File: config.mk
export PLATFORM = sky130hd
export DESIGN_NAME = dmem_arbiter
export DESIGN_NICKNAME = d
export VERILOG_FILES = /design/src/rtl/dmem_arbiter.sv
export SDC_FILE = /design/constraint.sdc
export NUM_CORES = 1
export LEC_CHECK = 0
export CORE_AREA = 4 4 120 122
export DETAILED_ROUTE_END_ITERATION = 12
export DIE_AREA = 0 0 124 126
export GPL_TIMING_DRIVEN = 0
export PLACE_DENSITY_LB_ADDON = 0.1
export SLEW_MARGIN = 20
export SYNTH_ARGS = -nofsm -noshare
export SYNTH_HDL_FRONTEND = slang
export SYNTH_SLANG_ARGS = --single-unit
File: constraint.sdc
create_clock -name clk_i -period 8.6 [get_ports clk_i]
set_input_delay 1.72 -clock clk_i [delete_from_list [all_inputs] [get_ports clk_i]]
set_output_delay 1.72 -clock clk_i [all_outputs]
set_load 0.02 [all_outputs]
File: src/rtl/dmem_arbiter.sv
// dmem_arbiter: two-requester round-robin arbiter in front of a single-port data RAM.
// Latency: grant and RAM strobe are combinational in the request cycle; the response arrives one cycle later.
// Backpressure: a requester that is not granted must hold its request; one grant and one response every cycle.
//
// Ports:
//   clk_i, rst_ni                      clock, asynchronous active-low reset
//   m{0,1}_req/we/be/addr/wdata_i      requester transaction inputs
//   m{0,1}_gnt_o                       request accepted this cycle
//   m{0,1}_rvalid/rdata/err_o          response, one cycle after the grant
//   ram_req/we/be/addr/wdata_o         RAM access (address relative to RAM_BASE)
//   ram_rdata_i                        RAM read data, valid one cycle after ram_req_o
//
// Optional feature: define DMEM_ARB_RANGE_CHECK_EN to reject granted accesses
// outside [RAM_BASE, RAM_BASE+RAM_SIZE) with an error response instead of a RAM access.
module dmem_arbiter #(
  parameter logic [31:0] RAM_BASE = 32'h3000,
  parameter logic [31:0] RAM_SIZE = 32'h1000
) (
  input  logic        clk_i,
  input  logic        rst_ni,

  input  logic        m0_req_i,
  output logic        m0_gnt_o,
  input  logic        m0_we_i,
  input  logic [3:0]  m0_be_i,
  input  logic [31:0] m0_addr_i,
  input  logic [31:0] m0_wdata_i,
  output logic        m0_rvalid_o,
  output logic [31:0] m0_rdata_o,
  output logic        m0_err_o,

  input  logic        m1_req_i,
  output logic        m1_gnt_o,
  input  logic        m1_we_i,
  input  logic [3:0]  m1_be_i,
  input  logic [31:0] m1_addr_i,
  input  logic [31:0] m1_wdata_i,
  output logic        m1_rvalid_o,
  output logic [31:0] m1_rdata_o,
  output logic        m1_err_o,

  output logic        ram_req_o,
  output logic        ram_we_o,
  output logic [3:0]  ram_be_o,
  output logic [31:0] ram_addr_o,
  output logic [31:0] ram_wdata_o,
  input  logic [31:0] ram_rdata_i
);

  logic        rr_q, rr_d;
  logic        rsp_vld_q, rsp_vld_d;
  logic        rsp_own_q, rsp_own_d;

  logic        gnt0, gnt1, gnt_any, win;
  logic        win_we;
  logic [3:0]  win_be;
  logic [31:0] win_off;
  logic [31:0] win_wdata;
  logic        ram_en;
  logic        rsp_data_ok;

  // Round-robin: m0 wins unless m1 also requests and the pointer favours m1.
  always_comb begin
    gnt0    = m0_req_i & (~m1_req_i | ~rr_q);
    gnt1    = m1_req_i & ~gnt0;
    gnt_any = gnt0 | gnt1;
    win     = gnt1;

    win_we    = win ? m1_we_i    : m0_we_i;
    win_be    = win ? m1_be_i    : m0_be_i;
    win_wdata = win ? m1_wdata_i : m0_wdata_i;
    // Offset into the RAM window; for addresses below the base this wraps
    // to a large value, which the range check relies on.
    win_off   = (win ? m1_addr_i : m0_addr_i) - RAM_BASE;

    // Pointer moves to the loser so it wins the next contested cycle.
    rr_d      = gnt_any ? ~win : rr_q;
    rsp_vld_d = gnt_any;
    rsp_own_d = win;
  end

`ifdef DMEM_ARB_RANGE_CHECK_EN
  logic rsp_err_q, rsp_err_d;
  logic in_range;

  always_comb begin
    in_range  = (win_off < RAM_SIZE);
    ram_en    = gnt_any & in_range;
    rsp_err_d = gnt_any & ~in_range;
  end

  always_ff @(posedge clk_i or negedge rst_ni) begin
    if (!rst_ni) begin
      rsp_err_q <= 1'b0;
    end else begin
      rsp_err_q <= rsp_err_d;
    end
  end

  assign rsp_data_ok = ~rsp_err_q;
  assign m0_err_o    = m0_rvalid_o & rsp_err_q;
  assign m1_err_o    = m1_rvalid_o & rsp_err_q;
`else
  assign ram_en      = gnt_any;
  assign rsp_data_ok = 1'b1;
  assign m0_err_o    = 1'b0;
  assign m1_err_o    = 1'b0;
`endif

  always_ff @(posedge clk_i or negedge rst_ni) begin
    if (!rst_ni) begin
      rr_q      <= 1'b0;
      rsp_vld_q <= 1'b0;
      rsp_own_q <= 1'b0;
    end else begin
      rr_q      <= rr_d;
      rsp_vld_q <= rsp_vld_d;
      rsp_own_q <= rsp_own_d;
    end
  end

  assign m0_gnt_o    = gnt0;
  assign m1_gnt_o    = gnt1;

  // A rejected access must not write, so the write enable follows the strobe.
  assign ram_req_o   = ram_en;
  assign ram_we_o    = ram_en & win_we;
  assign ram_be_o    = win_be;
  assign ram_addr_o  = win_off;
  assign ram_wdata_o = win_wdata;

  assign m0_rvalid_o = rsp_vld_q & ~rsp_own_q;
  assign m1_rvalid_o = rsp_vld_q &  rsp_own_q;
  // Idle requesters and error responses see zero read data.
  assign m0_rdata_o  = (m0_rvalid_o & rsp_data_ok) ? ram_rdata_i : 32'h0;
  assign m1_rdata_o  = (m1_rvalid_o & rsp_data_ok) ? ram_rdata_i : 32'h0;

endmodule

==> results.cfg, run 1 <==
[outcome]
status = finished clean

[setup_path]
crit_required_ns = 6.88
crit_path_end_kind = output port
cp_max_fo = 10
cp_common_cell = clkdlybuf4s50_1
arrival_ns = 5.44
cp_slowest_cell = clkdlybuf4s50_1
crit_type = in -> out
critPathTopFamily = buffers and inverters
startpoint_type = primary input
crit_buf_inv = 5
cpPeakStageDelay_ns = 0.63
cp_cell_sequence = clkdlybuf4s50_1 > nand2b_4 > nand2_1 > inv_2 > buf_4 > mux2_2 > ha_1 > buf_1 > nor3_1 > nand3_1 > a22oi_1 > nand4_1 > xor2_1 > clkdlybuf4s50_1

[floorplanning]
initial_utilization = 0.160
dieArea_um2 = 15600
core_um2 = 13200
die_w_um = 124
rows = 42
die_h_um = 126
ios = 314

[sta]
min_period_ns = 7.16
fin_skew_ns = 0.000825
rsz0062_at_grt = false
finalSetupViolCount = 0
clock.fmax_mhz = 140
drv_slew = 0
hold_viol_final = 0
period_share = 0.833
relSlewSlack = 0.633
setup_ws_ns = 1.44
worstMarginPinSlew_ns = 0.536
fin_setup_tns_ns = 0

[placement]
place_ws_ns = 1.49
gp_congestion = 0.845
io_buffers = 310
dpl.hpwl_um = 12600
placed_area_um2 = 5430

[detailed_routing]
drt_iter0_drc = 114
via_per_inst = 4.24
vias = 3649
drc = 0
ant_nets = 0
wl_um = 14600
wire_per_inst_um = 16.9
dr.pass1.iters = 4

[layout]
multi_input_area_um2 = 1870
finalNetCount = 860
fin_area_um2 = 5510
regArea_um2 = 75.1
syn2layout_area_growth_pct = 162
fillers = 1336
drive_gt1_frac = 0.0409
diodes = 0

[power]
ir_drop_mv = 0.0446
power_uw = 484
p_per_area_nw_per_um2 = 87.8
leakagePower_nw = 2.36

[clock_tree]
cts_resized = 0
cts.htree.levels = 1
root_buffer = clkbuf_16
cts_tree = done
clockBufferDepth = 2
post_cts_buffers = 0
clk_pin_slew_ns = 0.03
holdBufCountCts = 0
numCtsBuffers = 3
clk_latency_ns = 0.22
cts_sinks = 3

[global_route]
grt_usage = 0.171
grt_pass1_vias = 3574
antenna_found_initial = 2
grt_remaining_overflow = 0
grt_first_pass_wirelength_um = 21000
grt_max_degree = 12

[worst_hold_path]
hold_path_class = reg -> reg

[synth]
syn_avg_cell_area_um2 = 5.71
ys.flop_type = dfrtp_1
synth_edf_count = 0
ys_async_sr_fraction = 1.00
yosysUniqueCellTypes = 51
synth-seq-cells = 3
syn_area_um2 = 2110
synthCells = 369
synth_warnings = 0
ys_seq_area_frac = 0.0357

[run]
maxCapViolCount = 0
layout make-up:
type,count,area share
repair buffers,310,0.563
multi-input cells,335,0.340
well taps,176,0.0400
plain buffers,28,0.0263
clock buffers,4,0.0143
flip-flops and latches,3,0.0136
inverters,4,0.00272
path summary, 6_finish.rpt:
path	startpoint	endpoint	slack, ns	cells after the start
setup reg to reg	rr_q$_DFFE_PN0P_	rsp_own_q$_DFF_PN0_	6.80	6
setup / recovery	m0_req_i	ram_addr_o[28]	1.44	14
min in group asynchronous	rst_ni	rsp_vld_q$_DFF_PN0_	1.69	1
hold reg to reg	rr_q$_DFFE_PN0P_	rr_q$_DFFE_PN0P_	0.53	1
hold / removal	rr_q$_DFFE_PN0P_	rr_q$_DFFE_PN0P_	0.53	1
max in group asynchronous	rst_ni	rr_q$_DFFE_PN0P_	6.76	1
routing by layer:
layer | GRT usage | wire (um) | vias to the layer above
met1 | 0.183 | 5310 | 1607
li1 | - | - | 1853
met3 | 0.0466 | 1470 | 24
met2 | 0.329 | 7490 | 161
met5 | 0 | 27 | -
met4 | 0.0374 | 273 | 4
logic make-up after synthesis:
logic type	after synthesis	synth area share
flip-flops	3	0.0356
other	1	0.00178
buffers and inverters	32	0.0761
adder cells (fa/ha/maj)	1	0.00594
multiplexers	17	0.0838
AO/OA/AOI/OAI	27	0.0951
AND/OR/NAND/NOR	266	0.610
XOR/XNOR	22	0.0915
state kept, by name (all words and copies together) (netlist names):
| name | count |
|---|---|
| rr_q | 1 |
| rsp_own_q | 1 |
| rsp_vld_q | 1 |
where the power goes:
group          leakage [nW]  switching (mW)  internal [mW]
clock network        0.0382          0.0120         0.0611
logic                  2.29           0.187          0.206
registers            0.0338         0.00193         0.0156
total                  2.36           0.201          0.283
cells in the final DEF (no fill, tap or decap), drive strengths merged, types with 9 or more instances in the layout:
cell / synthesis / routed
xor2: 12 / 12
nand2: 154 / 154
clkbuf: 13 / 17
clkdlybuf4s50: 0 / 310
xnor2: 10 / 10
mux2i: 15 / 15
nand3: 9 / 9
and3: 34 / 34
and2: 33 / 33
buf: 15 / 15
synthesized netlist by cell type (3+ instances only):
| cell | instances | area share |
|---|---|---|
| or3_1 | 5 | 0.015 |
| xor2_1 | 12 | 0.050 |
| a21boi_1 | 3 | 0.011 |
| dfrtp_1 | 3 | 0.036 |
| and2_1 | 33 | 0.098 |
| buf_4 | 3 | 0.011 |
| xnor2_1 | 10 | 0.042 |
| mux2i_1 | 14 | 0.067 |
| nor4_1 | 8 | 0.024 |
| o21ai_0 | 3 | 0.0071 |
| o21ai_1 | 3 | 0.0071 |
| and3_1 | 34 | 0.10 |
| or4_1 | 3 | 0.011 |
| nor2_1 | 3 | 0.0053 |
| nor3_1 | 6 | 0.014 |
| nand2_1 | 154 | 0.27 |
| nand3_1 | 8 | 0.019 |
| clkbuf_1 | 13 | 0.023 |
| a21oi_1 | 5 | 0.012 |
| buf_2 | 10 | 0.024 |
stage by stage:
| step | utilization | hold WS (ns) | instances |
|---|---|---|---|
| after floorplan | - | 0.481 | 370 |
| after global placement | 0.412 | 0.507 | 856 |
| after detailed placement | 0.412 | 0.528 | 856 |
| after CTS | 0.418 | 0.529 | 860 |
| after global routing | 0.418 | 0.574 | 860 |
| final | 0.418 | 0.526 | 860 |
Power figures use the tool's default switching activity.
==> run 2, diff against run 1 <==
CORE_AREA = 4 4 119 121   (was 4 4 120 122)
DIE_AREA = 0 0 123 125   (was 0 0 124 126)
clock period = 6.35 ns   (was 8.6 ns; I/O delays follow)
==> results.cfg, run 2 (synthesis gave the netlist of run 1 again) <==
[sta]
rsz0062_at_grt = false
finalSetupViolCount = 0
drv_slew = 0
fin_skew_ns = 0.00235
worstMarginPinSlew_ns = 0.510
clock.fmax_mhz = 165
relSlewSlack = 0.651
hold_viol_final = 0
min_period_ns = 6.07
period_share = 0.955
fin_setup_tns_ns = 0

[layout]
regArea_um2 = 75.1
fin_area_um2 = 5520
final_cell_mix = 308 x clkdlybuf4s50_1, 154 x nand2_1, 34 x and3_1, 33 x and2_1
multi_input_area_um2 = 1880
fillers = 1348
finalNetCount = 860
syn2layout_area_growth_pct = 162
reg.largest.list = rr_q x1, rsp_own_q x1, rsp_vld_q x1
layout_commonest_cell = clkdlybuf4s50_1
drive_gt1_frac = 0.0424

[clock_tree]
clockBufferDepth = 2
root_buffer = clkbuf_16
cts_sinks = 3
numCtsBuffers = 3
cts_tree = done
cts.htree.levels = 1
holdBufCountCts = 0
post_cts_buffers = 0
clk_pin_slew_ns = 0.03
clk_latency_ns = 0.22

[setup_path]
arrival_ns = 4.80
startpoint_type = primary input
crit_type = in -> out
crit_start = m0_req_i
crit_path_end_kind = output port
cp_max_fo = 10
crit_required_ns = 5.08
r2r-start = rr_q$_DFFE_PN0P_

[detailed_routing]
vias = 3627
ant_nets = 0
via_per_inst = 4.21
drc = 0
wl_um = 14500
drt_iter0_drc = 112
wire_per_inst_um = 16.9
dr.pass1.iters = 4

[floorplanning]
dieArea_um2 = 15400
die_h_um = 125
die_w_um = 123
ios = 314
rows = 42
core_um2 = 13100
initial_utilization = 0.161

[power]
leakagePower_nw = 2.38
p_per_area_nw_per_um2 = 118
ir_drop_mv = 0.0727

[global_route]
grt_max_degree = 12
antenna_found_initial = 0
grt_first_pass_wirelength_um = 21000
grt_remaining_overflow = 0
grt_usage = 0.173
grt_pass1_vias = 3555

[run]
maxCapViolCount = 0

[placement]
dpl.hpwl_um = 12500
gp_congestion = 0.859
placed_area_um2 = 5430
io_buffers = 310

[outcome]
status = finished clean

[worst_hold_path]
hold_path_class = reg -> reg
hold_path.startpoint = rr_q$_DFFE_PN0P_
run 2: changes by cell type in the layout (fill, tap and decap cells not counted), sizes merged:
cell	delta
dlymetal6s2s	+2
diode	+1
clkdlybuf4s50	-2
run 2: critical path, stage by stage:
cell and delay (ns):
clkdlybuf4s50_1 0.51, nand2b_4 0.14, nand2_1 0.17, inv_2 0.13, buf_4 0.21, mux2_2 0.38, ha_1 0.20, buf_1 0.22
nor3_1 0.18, nand3_1 0.13, a22oi_2 0.30, nand3_1 0.14, xor2_1 0.18, clkdlybuf4s50_1 0.63
run 2: timing repair:
action,in CTS,in global routing
gates resized for setup,0,3
hold endpoints to repair,0,0
endpoints found under the setup margin,0,4
run 2: routing by layer:
| metal | track usage | routed length [um] | vias to the layer above |
|---|---|---|---|
| li1 | - | - | 1861 |
| met1 | 0.202 | 5690 | 1598 |
| met3 | 0.0357 | 1190 | 10 |
| met2 | 0.328 | 7500 | 158 |
| met5 | 0 | 0 | - |
| met4 | 0.0215 | 157 | 0 |
run 2: stage by stage:
stage               setup slack [ns]  std cells  hold slack, ns  utilization  total power, mW
finish                         0.284        861           0.521        0.422            0.654
global route                  0.0112        860           0.541        0.422            0.696
CTS                            0.149        860           0.520        0.421            0.662
detailed placement             0.171        856           0.526        0.415            0.558
global placement               0.167        856           0.508        0.415            0.556
floorplan                       1.52        370           0.481            -            0.254
run 2: area by class of cell:
cell class | count | share of cell area
Timing Repair Buffer | 310 | 0.563
Multi-Input combinational cell | 335 | 0.340
Tap cell | 176 | 0.0399
Buffer | 28 | 0.0263
Clock buffer | 4 | 0.0143
Sequential cell | 3 | 0.0136
Inverter | 4 | 0.00272
Antenna cell | 1 | 0.000453
run 2: where the power goes:
group | switching, mW | internal (mW)
Clock | 0.0172 | 0.0829
Sequential | 0.00260 | 0.0211
Combinational | 0.251 | 0.279
Total | 0.271 | 0.383
run 2: path summary, 6_finish.rpt:
path                                        to  slack [ns]  cells after the start
min reg2reg                   rr_q$_DFFE_PN0P_        0.52                      1
min in group asynchronous  rsp_own_q$_DFF_PN0_        1.24                      1
max reg2reg                rsp_own_q$_DFF_PN0_        4.61                      6
max in group asynchronous     rr_q$_DFFE_PN0P_        4.96                      1
min                           rr_q$_DFFE_PN0P_        0.52                      1
max                             ram_addr_o[30]        0.28                     14
==> run 3, diff against run 2 <==
GPL_TIMING_DRIVEN = not set   (was 0)
==> results.cfg, run 3 (synthesis gave the netlist of run 1 again) <==
[floorplanning]
ios = 314
initial_utilization = 0.161
dieArea_um2 = 15400
die_h_um = 125
rows = 42
die_w_um = 123
core_um2 = 13100

[global_route]
grt_usage = 0.167
grt_first_pass_wirelength_um = 20400
grt_remaining_overflow = 0
antenna_found_initial = 0
grt_max_degree = 59
grt_pass1_vias = 3425

[clock_tree]
clockBufferDepth = 2
root_buffer = clkbuf_16
holdBufCountCts = 0
post_cts_buffers = 0
cts_resized = 0
cts_sinks = 3
clk_latency_ns = 0.23
cts.htree.levels = 1
cts_tree = done
clk_pin_slew_ns = 0.03
numCtsBuffers = 3

[setup_path]
crit_type = in -> out
cp_common_cell = clkdlybuf4s50_1
cp_max_fo = 13
cp_cell_sequence = clkdlybuf4s50_1 > nand2b_4 > nand2_2 > inv_2 > mux2_2 > ha_1 > nor3_1 > nand3_1 > a22oi_1 > nand4_1 > xor2_1 > clkdlybuf4s50_1
startpoint_type = primary input
crit_required_ns = 5.08
crit_path_end_kind = output port
crit_buf_inv = 3
arrival_ns = 4.42
cp_slowest_cell = clkdlybuf4s50_1
r2r_slack_ns = 5.20
critPathTopFamily = buffers and inverters
cpPeakStageDelay_ns = 0.63

[power]
ir_drop_mv = 0.0661
p_sw_uw = 269
p_per_area_nw_per_um2 = 119
p_int_uw = 377
seqPwrFrac = 0.045
clock_power_share = 0.158
swShare = 0.416
leakagePower_nw = 2.31
combPwrFrac = 0.797

[placement]
gp_congestion = 0.835
dpl.hpwl_um = 11800
io_buffers = 311

[detailed_routing]
drc = 0
drt_iter0_drc = 152
dr.pass1.iters = 4
vias = 3523
wl_um = 14100
via_per_inst = 4.20
ant_nets = 0
wire_per_inst_um = 16.9

[outcome]
status = finished clean

[layout]
syn2layout_area_growth_pct = 157
reg.largest.list = rr_q x1, rsp_own_q x1, rsp_vld_q x1
diodes = 0
final_cell_mix = 310 x clkdlybuf4s50_1, 153 x nand2_1, 34 x and3_1, 33 x and2_1, 14 x mux2i_1
fin_util = 0.414
finalNetCount = 838
layout_commonest_cell = clkdlybuf4s50_1
drive_gt1_frac = 0.0317

[sta]
hold_viol_final = 0
rsz0062_at_grt = false
worstMarginPinSlew_ns = 0.890
period_share = 0.896
drv_slew = 0
fin_skew_ns = 0.000672
fin_setup_tns_ns = 0
min_period_ns = 5.69
finalSetupViolCount = 0
relSlewSlack = 0.406
clock.fmax_mhz = 176

[run]
maxCapViolCount = 0

[worst_hold_path]
hold_path_class = reg -> reg
## run 3: layout make-up
type | count | area, um^2
fill | 1350 | 7670
tap | 176 | 220
inverter | 4 | 15.0
multi-input combinational | 335 | 1880
sequential | 3 | 75.1
timing repair buffer | 316 | 3150
clock buffer | 4 | 78.8
## run 3: through the flow
step | cells | total power [mW] | worst slack (ns) | hold slack, ns | instance area [um^2]
2_1_floorplan | 370 | 0.254 | 1.52 | 0.481 | 2110
3_3_place_gp | 834 | 0.546 | 0.705 | 0.507 | 5340
3_5_place_dp | 834 | 0.548 | 0.646 | 0.518 | 5340
4_1_cts | 838 | 0.653 | 0.622 | 0.523 | 5410
5_1_grt | 838 | 0.682 | 0.376 | 0.576 | 5410
6_report | 838 | 0.646 | 0.661 | 0.516 | 5410
## run 3: path summary, 6_finish.rpt
kind	from	to	depth (start not counted)
worst min-delay path	rr_q$_DFFE_PN0P_	rr_q$_DFFE_PN0P_	1
min in group asynchronous	rst_ni	rsp_vld_q$_DFF_PN0_	1
worst max-delay path	m0_req_i	ram_addr_o[28]	12
max in group asynchronous	rst_ni	rr_q$_DFFE_PN0P_	1
worst min register to register	rr_q$_DFFE_PN0P_	rr_q$_DFFE_PN0P_	1
worst max register to register	rr_q$_DFFE_PN0P_	rsp_own_q$_DFF_PN0_	4
## run 3: worst reg2reg max path: cells and delay by family (launching register included)
kind	cells	cell delay, ns
buffers and inverters	2	0.34
flip-flops	1	0.38
AND/OR/NAND/NOR	2	0.31
## run 3: power by group through the flow
| stage | logic [mW] | registers, mW | clock network (mW) |
|---|---|---|---|
| after floorplan | 0.231 | 0.0231 | 0 |
| after global placement | 0.517 | 0.0289 | 0 |
| after detailed placement | 0.519 | 0.0293 | 0 |
| after CTS | 0.521 | 0.0291 | 0.102 |
| after global routing | 0.548 | 0.0303 | 0.103 |
| final | 0.515 | 0.0290 | 0.102 |
## run 3: metal layers
| layer | GRT usage | wire [um] |
|---|---|---|
| met1 | 0.190 | 5500 |
| met4 | 0.0228 | 119 |
| met3 | 0.0294 | 1060 |
| met2 | 0.324 | 7450 |
| met5 | 0 | 0 |
